### src/rtl/matrix_pkg.sv
// matrix_pkg: shared constants and the arbitration state type for the
// 8x8 LED matrix frame arbiter and its scan timer.
package matrix_pkg;

  localparam int NUM_ROWS = 8;
  localparam int NUM_COLS = 8;
  localparam int ROW_W    = 3;
  localparam int FRAME_W  = 64;

  typedef enum logic [1:0] {
    SCAN  = 2'd0,
    GRANT = 2'd1,
    LOAD  = 2'd2
  } arb_state_t;

endpackage

### src/rtl/matrix_scan_timer.sv
// matrix_scan_timer: row-scan timebase for the LED matrix.
// A free-running SCAN_DIV-bit prescaler produces a one-cycle row_tick every
// 2^SCAN_DIV cycles; the row counter advances on each tick and wraps 7->0.
// frame_start marks the tick that performs the 7->0 wrap.
// Ports:
//   CLK         in   system clock
//   RESET       in   synchronous active-high reset
//   row_tick    out  one-cycle pulse per row step
//   row_idx     out  row currently being scanned
//   frame_start out  pulse coincident with the row 7->0 step
module matrix_scan_timer
  import matrix_pkg::*;
#(
  parameter int SCAN_DIV = 16
) (
  input  logic             CLK,
  input  logic             RESET,
  output logic             row_tick,
  output logic [ROW_W-1:0] row_idx,
  output logic             frame_start
);

  logic [SCAN_DIV-1:0] prescale;

  always_ff @(posedge CLK) begin
    if (RESET) begin
      prescale <= '0;
      row_idx  <= '0;
    end else begin
      prescale <= prescale + SCAN_DIV'(1);
      if (row_tick) row_idx <= row_idx + ROW_W'(1);
    end
  end

  // Decoded from registered state, so the tick lands exactly in the
  // cycle the prescaler reads all-ones.
  assign row_tick    = &prescale;
  assign frame_start = row_tick && (row_idx == ROW_W'(NUM_ROWS - 1));

endmodule

### src/rtl/matrix_frame_arbiter.sv
// matrix_frame_arbiter: shares the 8x8 LED matrix scan driver between two
// 64-bit frame sources. A new frame is swapped in only at a frame boundary
// (row 7->0), so the displayed image is never torn. Contention is resolved
// round-robin, or fixed priority to source 0 when MATRIX_ARB_FIXED_PRIO_EN
// is defined.
// Ports:
//   CLK, RESET              clock, synchronous active-high reset
//   req0_valid/data/ready   source 0 frame handshake
//   req1_valid/data/ready   source 1 frame handshake
//   frame_data              currently displayed frame (bit 8*r+c = row r, col c)
//   row_idx, row_tick       scan row and its update enable
//   frame_start             pulse on the row 7->0 step
//   grant_id                source of the displayed frame
//   blank                   high until the first frame is loaded
//
// state | meaning
// SCAN  | displaying, waiting for the frame-boundary tick
// GRANT | one cycle: sample valids and pick a source
// LOAD  | one cycle: ready to the chosen source, capture if still valid
module matrix_frame_arbiter
  import matrix_pkg::*;
#(
  parameter int NUM_BITS = 64,
  parameter int SCAN_DIV = 16
) (
  input  logic                CLK,
  input  logic                RESET,
  input  logic                req0_valid,
  input  logic [NUM_BITS-1:0] req0_data,
  output logic                req0_ready,
  input  logic                req1_valid,
  input  logic [NUM_BITS-1:0] req1_data,
  output logic                req1_ready,
  output logic [NUM_BITS-1:0] frame_data,
  output logic [ROW_W-1:0]    row_idx,
  output logic                row_tick,
  output logic                frame_start,
  output logic                grant_id,
  output logic                blank
);

  if (NUM_BITS != FRAME_W || FRAME_W != NUM_ROWS * NUM_COLS) begin : g_width_err
    $error("matrix_frame_arbiter: NUM_BITS must be 64 (8 rows x 8 columns)");
  end
  if (SCAN_DIV < 1 || SCAN_DIV > 24) begin : g_div_err
    $error("matrix_frame_arbiter: SCAN_DIV must be within 1..24");
  end

  arb_state_t state, state_nxt;
  logic       sel, sel_nxt;
  logic       last_grant;
  logic       load_en;

  matrix_scan_timer #(.SCAN_DIV(SCAN_DIV)) u_scan_timer (
    .CLK         (CLK),
    .RESET       (RESET),
    .row_tick    (row_tick),
    .row_idx     (row_idx),
    .frame_start (frame_start)
  );

  always_comb begin
    state_nxt = state;
    sel_nxt   = sel;
    case (state)
      SCAN: begin
        if (frame_start) state_nxt = GRANT;
      end
      GRANT: begin
        if (req0_valid || req1_valid) begin
          state_nxt = LOAD;
          if (req0_valid && req1_valid) begin
`ifdef MATRIX_ARB_FIXED_PRIO_EN
            sel_nxt = 1'b0;
`else
            sel_nxt = ~last_grant;
`endif
          end else begin
            sel_nxt = req1_valid;
          end
        end else begin
          state_nxt = SCAN;
        end
      end
      LOAD:    state_nxt = SCAN;
      default: state_nxt = SCAN;
    endcase
  end

  // Ready is masked by RESET so a reset landing in LOAD aborts the transfer
  // instead of completing a handshake the frame register will not keep.
  assign req0_ready = (state == LOAD) && !sel && !RESET;
  assign req1_ready = (state == LOAD) &&  sel && !RESET;
  assign load_en    = (req0_ready && req0_valid) || (req1_ready && req1_valid);

  always_ff @(posedge CLK) begin
    if (RESET) begin
      state      <= SCAN;
      sel        <= 1'b0;
      last_grant <= 1'b1;
      frame_data <= '0;
      grant_id   <= 1'b0;
      blank      <= 1'b1;
    end else begin
      state <= state_nxt;
      sel   <= sel_nxt;
      if (load_en) begin
        frame_data <= sel ? req1_data : req0_data;
        grant_id   <= sel;
        last_grant <= sel;
        blank      <= 1'b0;
      end
    end
  end

endmodule

### config.mk
export PLATFORM = sky130hd
export DESIGN_NAME = matrix_frame_arbiter
export DESIGN_NICKNAME = d
export VERILOG_FILES = /design/src/rtl/matrix_pkg.sv /design/src/rtl/matrix_scan_timer.sv /design/src/rtl/matrix_frame_arbiter.sv
export SDC_FILE = /design/constraint.sdc
export NUM_CORES = 1
export LEC_CHECK = 0
export CAP_MARGIN = 10
export CELL_PAD_IN_SITES_DETAIL_PLACEMENT = 1
export CELL_PAD_IN_SITES_GLOBAL_PLACEMENT = 2
export CORE_MARGIN = 2
export CORE_UTILIZATION = 26
export DETAILED_ROUTE_END_ITERATION = 16
export PLACE_DENSITY = 0.89
export SYNTH_ARGS = -nofsm -noshare
export SYNTH_HDL_FRONTEND = slang
export SYNTH_HIERARCHICAL = 1
export SYNTH_SLANG_ARGS = --single-unit
### constraint.sdc
create_clock -name CLK -period 3.9 [get_ports CLK]
set_input_delay 0.78 -clock CLK [delete_from_list [all_inputs] [get_ports CLK]]
set_output_delay 0.78 -clock CLK [all_outputs]
set_load 0.05 [all_outputs]
# Word level (Yosys, flattened, before mapping)

Cells that the tools add are included.

Output and inout port bits: 73
Bits in registers: 89

Multiplexer cells: 5
Bitwise gates (word level): 1
$add $sub $neg: 2
Equality and inequality tests: 4
Reductions and logical operators: 15

Operators by type and width:

| operator                | number |
|---|---|
| $mux W64                | 1 |
| $add A16 B1 Y16 const B | 1 |
| $reduce_and A16 Y1      | 1 |
| $logic_and A1 B1 Y1     | 8 |
| $mux W2                 | 2 |
| $pmux W2 S2             | 1 |
| $add A3 B1 Y3 const B   | 1 |
| $eq A3 B3 Y1 const B    | 1 |
| $eq A2 B1 Y1 const B    | 1 |
| $eq A2 B2 Y1 const B    | 1 |
| $logic_not A1 Y1        | 2 |
| $logic_not A2 Y1        | 1 |
| $logic_or A1 B1 Y1      | 2 |
| $ne A2 B2 Y1 const B    | 1 |
| $reduce_and A2 Y1       | 1 |
| $mux W1                 | 1 |
| $not A1 Y1              | 1 |

# Logic depth before layout (Yosys ltp)

Gate-level depths: netlist of run 1.

Depth in word-level cells: 5
Depth in mapped cells: 6

# Cells and area by module

The synthesis of run 1 kept the hierarchy.

By module, submodules not included:

| module               | instances | cells an instance | area an instance (um2) |
|---|---|---|---|
| matrix_frame_arbiter | 1         | 317               | 3495.9 |
| matrix_scan_timer    | 1         | 97                | 925.9 |

# Worst setup path after synthesis of run 1

OpenSTA, ideal clock, no wires.

Path type: input -> output
Start point: input port RESET
End point: output port req0_ready
Stages: 5
Setup slack: 873 ps
Arrival: 2247 ps
Cells stage by stage: buf_2 nor3b_2 buf_4 buf_2 nor2b_1

Cells in the longest elaborated chain, start to end: 2

Ends and longest elaborated chain:

| what                | line                       | RTL |
|---|---|---|
| from (decl)         | matrix_frame_arbiter.sv:27 | `input logic RESET,` |
| $logic_not A1 Y1    | matrix_frame_arbiter.sv:92 | `assign req0_ready = (state == LOAD) && !sel && !RESET;` |
| $logic_and A1 B1 Y1 | matrix_frame_arbiter.sv:92 |  |
| to (decl)           | matrix_frame_arbiter.sv:30 | `output logic req0_ready,` |

No other way between the ends.

# Worst setup path in the final report of run 1

Start point: register u_scan_timer.prescale[0]
End point: output port frame_start

Cells in the longest elaborated chain, start to end: 2

Ends and longest elaborated chain:

| what                   | line                       | RTL |
|---|---|---|
| from (decl)            | matrix_scan_timer.sv:23    | `logic [SCAN_DIV-1:0] prescale;` |
| from (signal assigned) | matrix_scan_timer.sv:30    | `prescale <= prescale + SCAN_DIV'(1);` |
| $reduce_and A16 Y1     | matrix_scan_timer.sv:37    | `assign row_tick = &prescale;` |
| $logic_and A1 B1 Y1    | matrix_scan_timer.sv:38    | `assign frame_start = row_tick && (row_idx == ROW_W'(NUM_ROWS - 1));` |
| to (decl)              | matrix_frame_arbiter.sv:37 | `output logic frame_start,` |

No other way between the ends.

==> metrics.md, run 1 <==
| Metric | Value |
|---|---|
| Io pins | `~210` |
| Status | `finished clean` |
| Post-CTS setup buffer count | `0` |
| FP Rows | `47` |
| Final wirelength | `between 10000 and 15000 um` |
| Pwr Total | `around 1.9 mW` |
| Reg clk slew, reported paths | `around 0.070 ns` |
| Total track usage | `approximately 16%` |
| Sequential power share | `between 40% and 50%` |
| Post-synthesis adder-cell area fraction | `less than 1%` |
| Switching share of power | `between 20% and 30%` |
| Critical path arrival | `between 2 and 3 ns` |
| Vias in the first global route | `between 4000 and 5000` |
| Post-synthesis mux area share | `16.6%` |
| Startpoint types | `flop` |
| Number of port buffers | `slightly above 200` |
| Complex-gate fraction of the synthesized area | `a little over a quarter` |
| Worst ir drop on vdd | `between 0.2 and 0.3 mV` |
| Simple-gate area share of the yosys netlist | `8.74%` |
| Share of cells above drive strength 1 | `15.8%` |
| Final setup TNS | `0 ns` |
| Yosys warns | `6` |
| Die W | `between 100 and 150 um` |
| Setup Skew | `0.00470 ns` |
| Multi-input gate area | `roughly 2400 sq um` |
| Pre-CTS setup slack | `roughly 0.75 ns` |
| Antenna cells | `0` |
| Mapped Cells | `roughly 410` |
| Clk sinks | `between 80 and 90` |
| Hold Fails Final Rpt | `0` |
| Clk_lat worst skew | `0.35 ns` |
| Syn Area/Cell | `~11 sq um` |
| Register area share after synthesis | `around two fifths` |
| Register-to-register setup slack | `between 1.5 and 2 ns` |
| Slew headroom | `between 40% and 50%` |
| Max Cap Viol | `0` |
| Nets | `~730` |
| Kind of critical path | `flop to output port` |
| First-pass iteration count of the detailed router | `4` |
| Largest net degree at the start of global routing | `66` |
| Final Critical Period | `3.50 ns` |
| Height of the chip | `around 130 um` |
| CTS tree | `built` |
| # DRC | `0` |
| H-Tree Level Count | `3` |
| CTS Buf Count | `9` |
| Post-CTS sizing | `0` |
| WL/cell | `roughly 17 um` |
| Combinational fraction of design power | `a little over a tenth` |
| Final ANT Viol Nets | `0` |
| Required time of the critical path | `3.12 ns` |
| Synth Register Bits | `89` |
| Hpwl dp | `10400 um` |
| First DRT Iteration DRCs | `142` |
| Initial Util | `26.7%` |
| Largest family of logic cells by synthesized area | `compound AO/OA/AOI/OAI gates` |
| RD Place Congestion | `a little under 0.8` |
| Via/cell ratio | `around 4.9` |
| Final setup viols | `0` |
| Storage element area | `between 1500 and 2000 sq um` |
| Leakage power | `2.09 nW` |
| XOR/XNOR Fraction of Synth Area | `less than 1%` |
| Max-slew violations | `0` |
| Core Region | `roughly 17000 sq um` |
| P_int | `between 1 and 1.5 mW` |
| CTS Hold Bufs | `0` |
| Number of fill cells | `1811` |
| Synthesized area | `approximately 4400 sq um` |
| Synth cell types | `38` |
| CP Max Fanout | `10` |
| Clk root buf | `clkbuf_16` |
| Total grt overflow | `0` |
| RSZ-0062 raised after global routing | `false` |
| Slew @ Worst Pin | `a little under 0.9 ns` |
| Clk pwr share | `roughly 42%` |
| First-pass GRT wire length | `22200 um` |
| Vias | `about 4000` |
| Die ar. | `around 18000 sq um` |
| Antenna violations before repair | `0` |
| Syn Nets | `roughly 550` |
| Power per cell area | `283 nW/um^2` |
| Hold Crit Class | `flop to flop` |
| Period Utilization, post-route | `89.8%` |
| CP Capture Type | `output port` |
| CTS Buffer Depth | `2` |
| NetSw | `~0.45 mW` |
| Final WS setup | `roughly 0.40 ns` |
| P&R area growth vs syn | `55.3%` |
| Fmax | `roughly 0.29 GHz` |
-- per-stage QoR --
step / std cells / utilization, % / instance area [sq um] / hold slack, ns
floorplan: 414 / - / 4420 / 0.439
global placement: 805 / 39.7 / 6590 / 0.441
detailed placement: 805 / 39.7 / 6590 / 0.444
CTS: 821 / 41.4 / 6870 / 0.465
global route: 821 / 41.4 / 6870 / 0.481
finish: 821 / 41.4 / 6870 / 0.459
-- layout by cell type (no fill, tap or decap), drive strengths merged, types with 2 or more instances in the layout --
master / count
clkinvlp: 2
mux2: 6
or4: 4
nor4: 5
xor2: 2
mux2i: 66
a21oi: 72
nand2b: 4
dfxtp: 89
nand2: 7
nand4: 6
inv: 4
or3: 3
nor2: 10
clkinv: 3
and2: 3
clkbuf: 10
nor2b: 7
o31ai: 4
o21ai: 3
nand3: 5
nor4b: 2
clkdlybuf4s50: 201
buf: 9
ha: 3
a211oi: 64
-- cells by family (layout without fill, tap and decap cells) --
group / after synthesis / in the layout
simple gates: 59 / 59
buf+inv: 42 / 229
flops: 89 / 89
compound gates: 146 / 146
xor+xnor: 3 / 3
mux: 72 / 72
fa+ha+maj: 3 / 3
-- registers in the layout, indices dropped and copies added (netlist names) --
signal	flops
grant_id	1
state	2
u_scan_timer/prescale	16
sel	1
u_scan_timer/row_idx	3
blank	1
frame_data	64
last_grant	1
-- per-layer routing --
metal / global-route usage [%] / vias to the layer above / share of wire (%)
met5: 0 / - / 0
met4: 4.74 / 0 / 1.2
met3: 4.57 / 12 / 6.9
met2: 29.3 / 128 / 51
met1: 16.6 / 1938 / 41
li1: - / 1927 / -
-- synthesized netlist by cell type (all sizes together) --
master	count	area [sq um]
xnor2	1	8.76
inv	3	11.3
nor2	10	37.5
nand4b	1	8.76
a21o	1	7.51
o31ai	4	30.0
xor2	2	17.5
buf	27	184
nor4	5	46.3
mux2i	66	661
a21oi	72	360
nand4	6	58.8
dfxtp	89	1780
o21ai	3	15.0
nor2b	7	43.8
and2	3	18.8
nand3	5	35.0
or4	4	30.0
a32o	1	10.0
a211oi	64	781
nand2	7	26.3
or3	3	18.8
clkbuf	12	45.0
nor4b	2	17.5
a221o	1	10.0
nand2b	4	25.0
nor3b	1	12.5
nand3b	1	7.51
mux2	6	75.1
ha	3	37.5
-- worst paths after layout --
check	from	endpoint	depth (start not counted)
worst min-delay path	blank$_SDFFE_PP1P_	blank$_SDFFE_PP1P_	1
worst max register to register	sel$_SDFFE_PP0P_	last_grant$_SDFFE_PP1P_	4
worst max-delay path	u_scan_timer/prescale[0]$_SDFF_PP0_	frame_start	5
worst min register to register	blank$_SDFFE_PP1P_	blank$_SDFFE_PP1P_	1
-- power groups by stage --
stage | clock (mW) | combinational, mW | sequential [mW]
finish | 0.821 | 0.208 | 0.915
detailed placement | 0 | 0.211 | 0.936
floorplan | 0 | 0.0596 | 0.935
CTS | 0.858 | 0.212 | 0.915
global placement | 0 | 0.205 | 0.935
global route | 0.887 | 0.223 | 0.915
-- critical path, stage by stage, from the launching register on --
cell and delay (ns):
dfxtp_1 0.42, ha_1 0.29, nand4_4 0.20, nor4_4 0.45
and2_1 0.21, clkdlybuf4s50_1 0.80
-- final cells by class --
type	count	share of cell area [%]
clock buffers	10	3.48
multi-input cells	283	35.1
repair buffers	210	30.6
flip-flops and latches	89	26.0
clock inverters	6	0.620
inverters	3	0.164
well taps	220	4.01
Power figures use the tool's default switching activity.
==> run 2: changes to the inputs <==
--- a/config.mk
+++ b/config.mk
@@ -12,6 +12,7 @@
 export CORE_UTILIZATION = 26
 export DETAILED_ROUTE_END_ITERATION = 16
 export PLACE_DENSITY = 0.89
+export SKIP_CTS_REPAIR_TIMING = 1
 export SYNTH_ARGS = -nofsm -noshare
 export SYNTH_HDL_FRONTEND = slang
 export SYNTH_HIERARCHICAL = 1
==> results of run 2 <==
The final DEF is identical to that of run 1; final timing and power are the same.
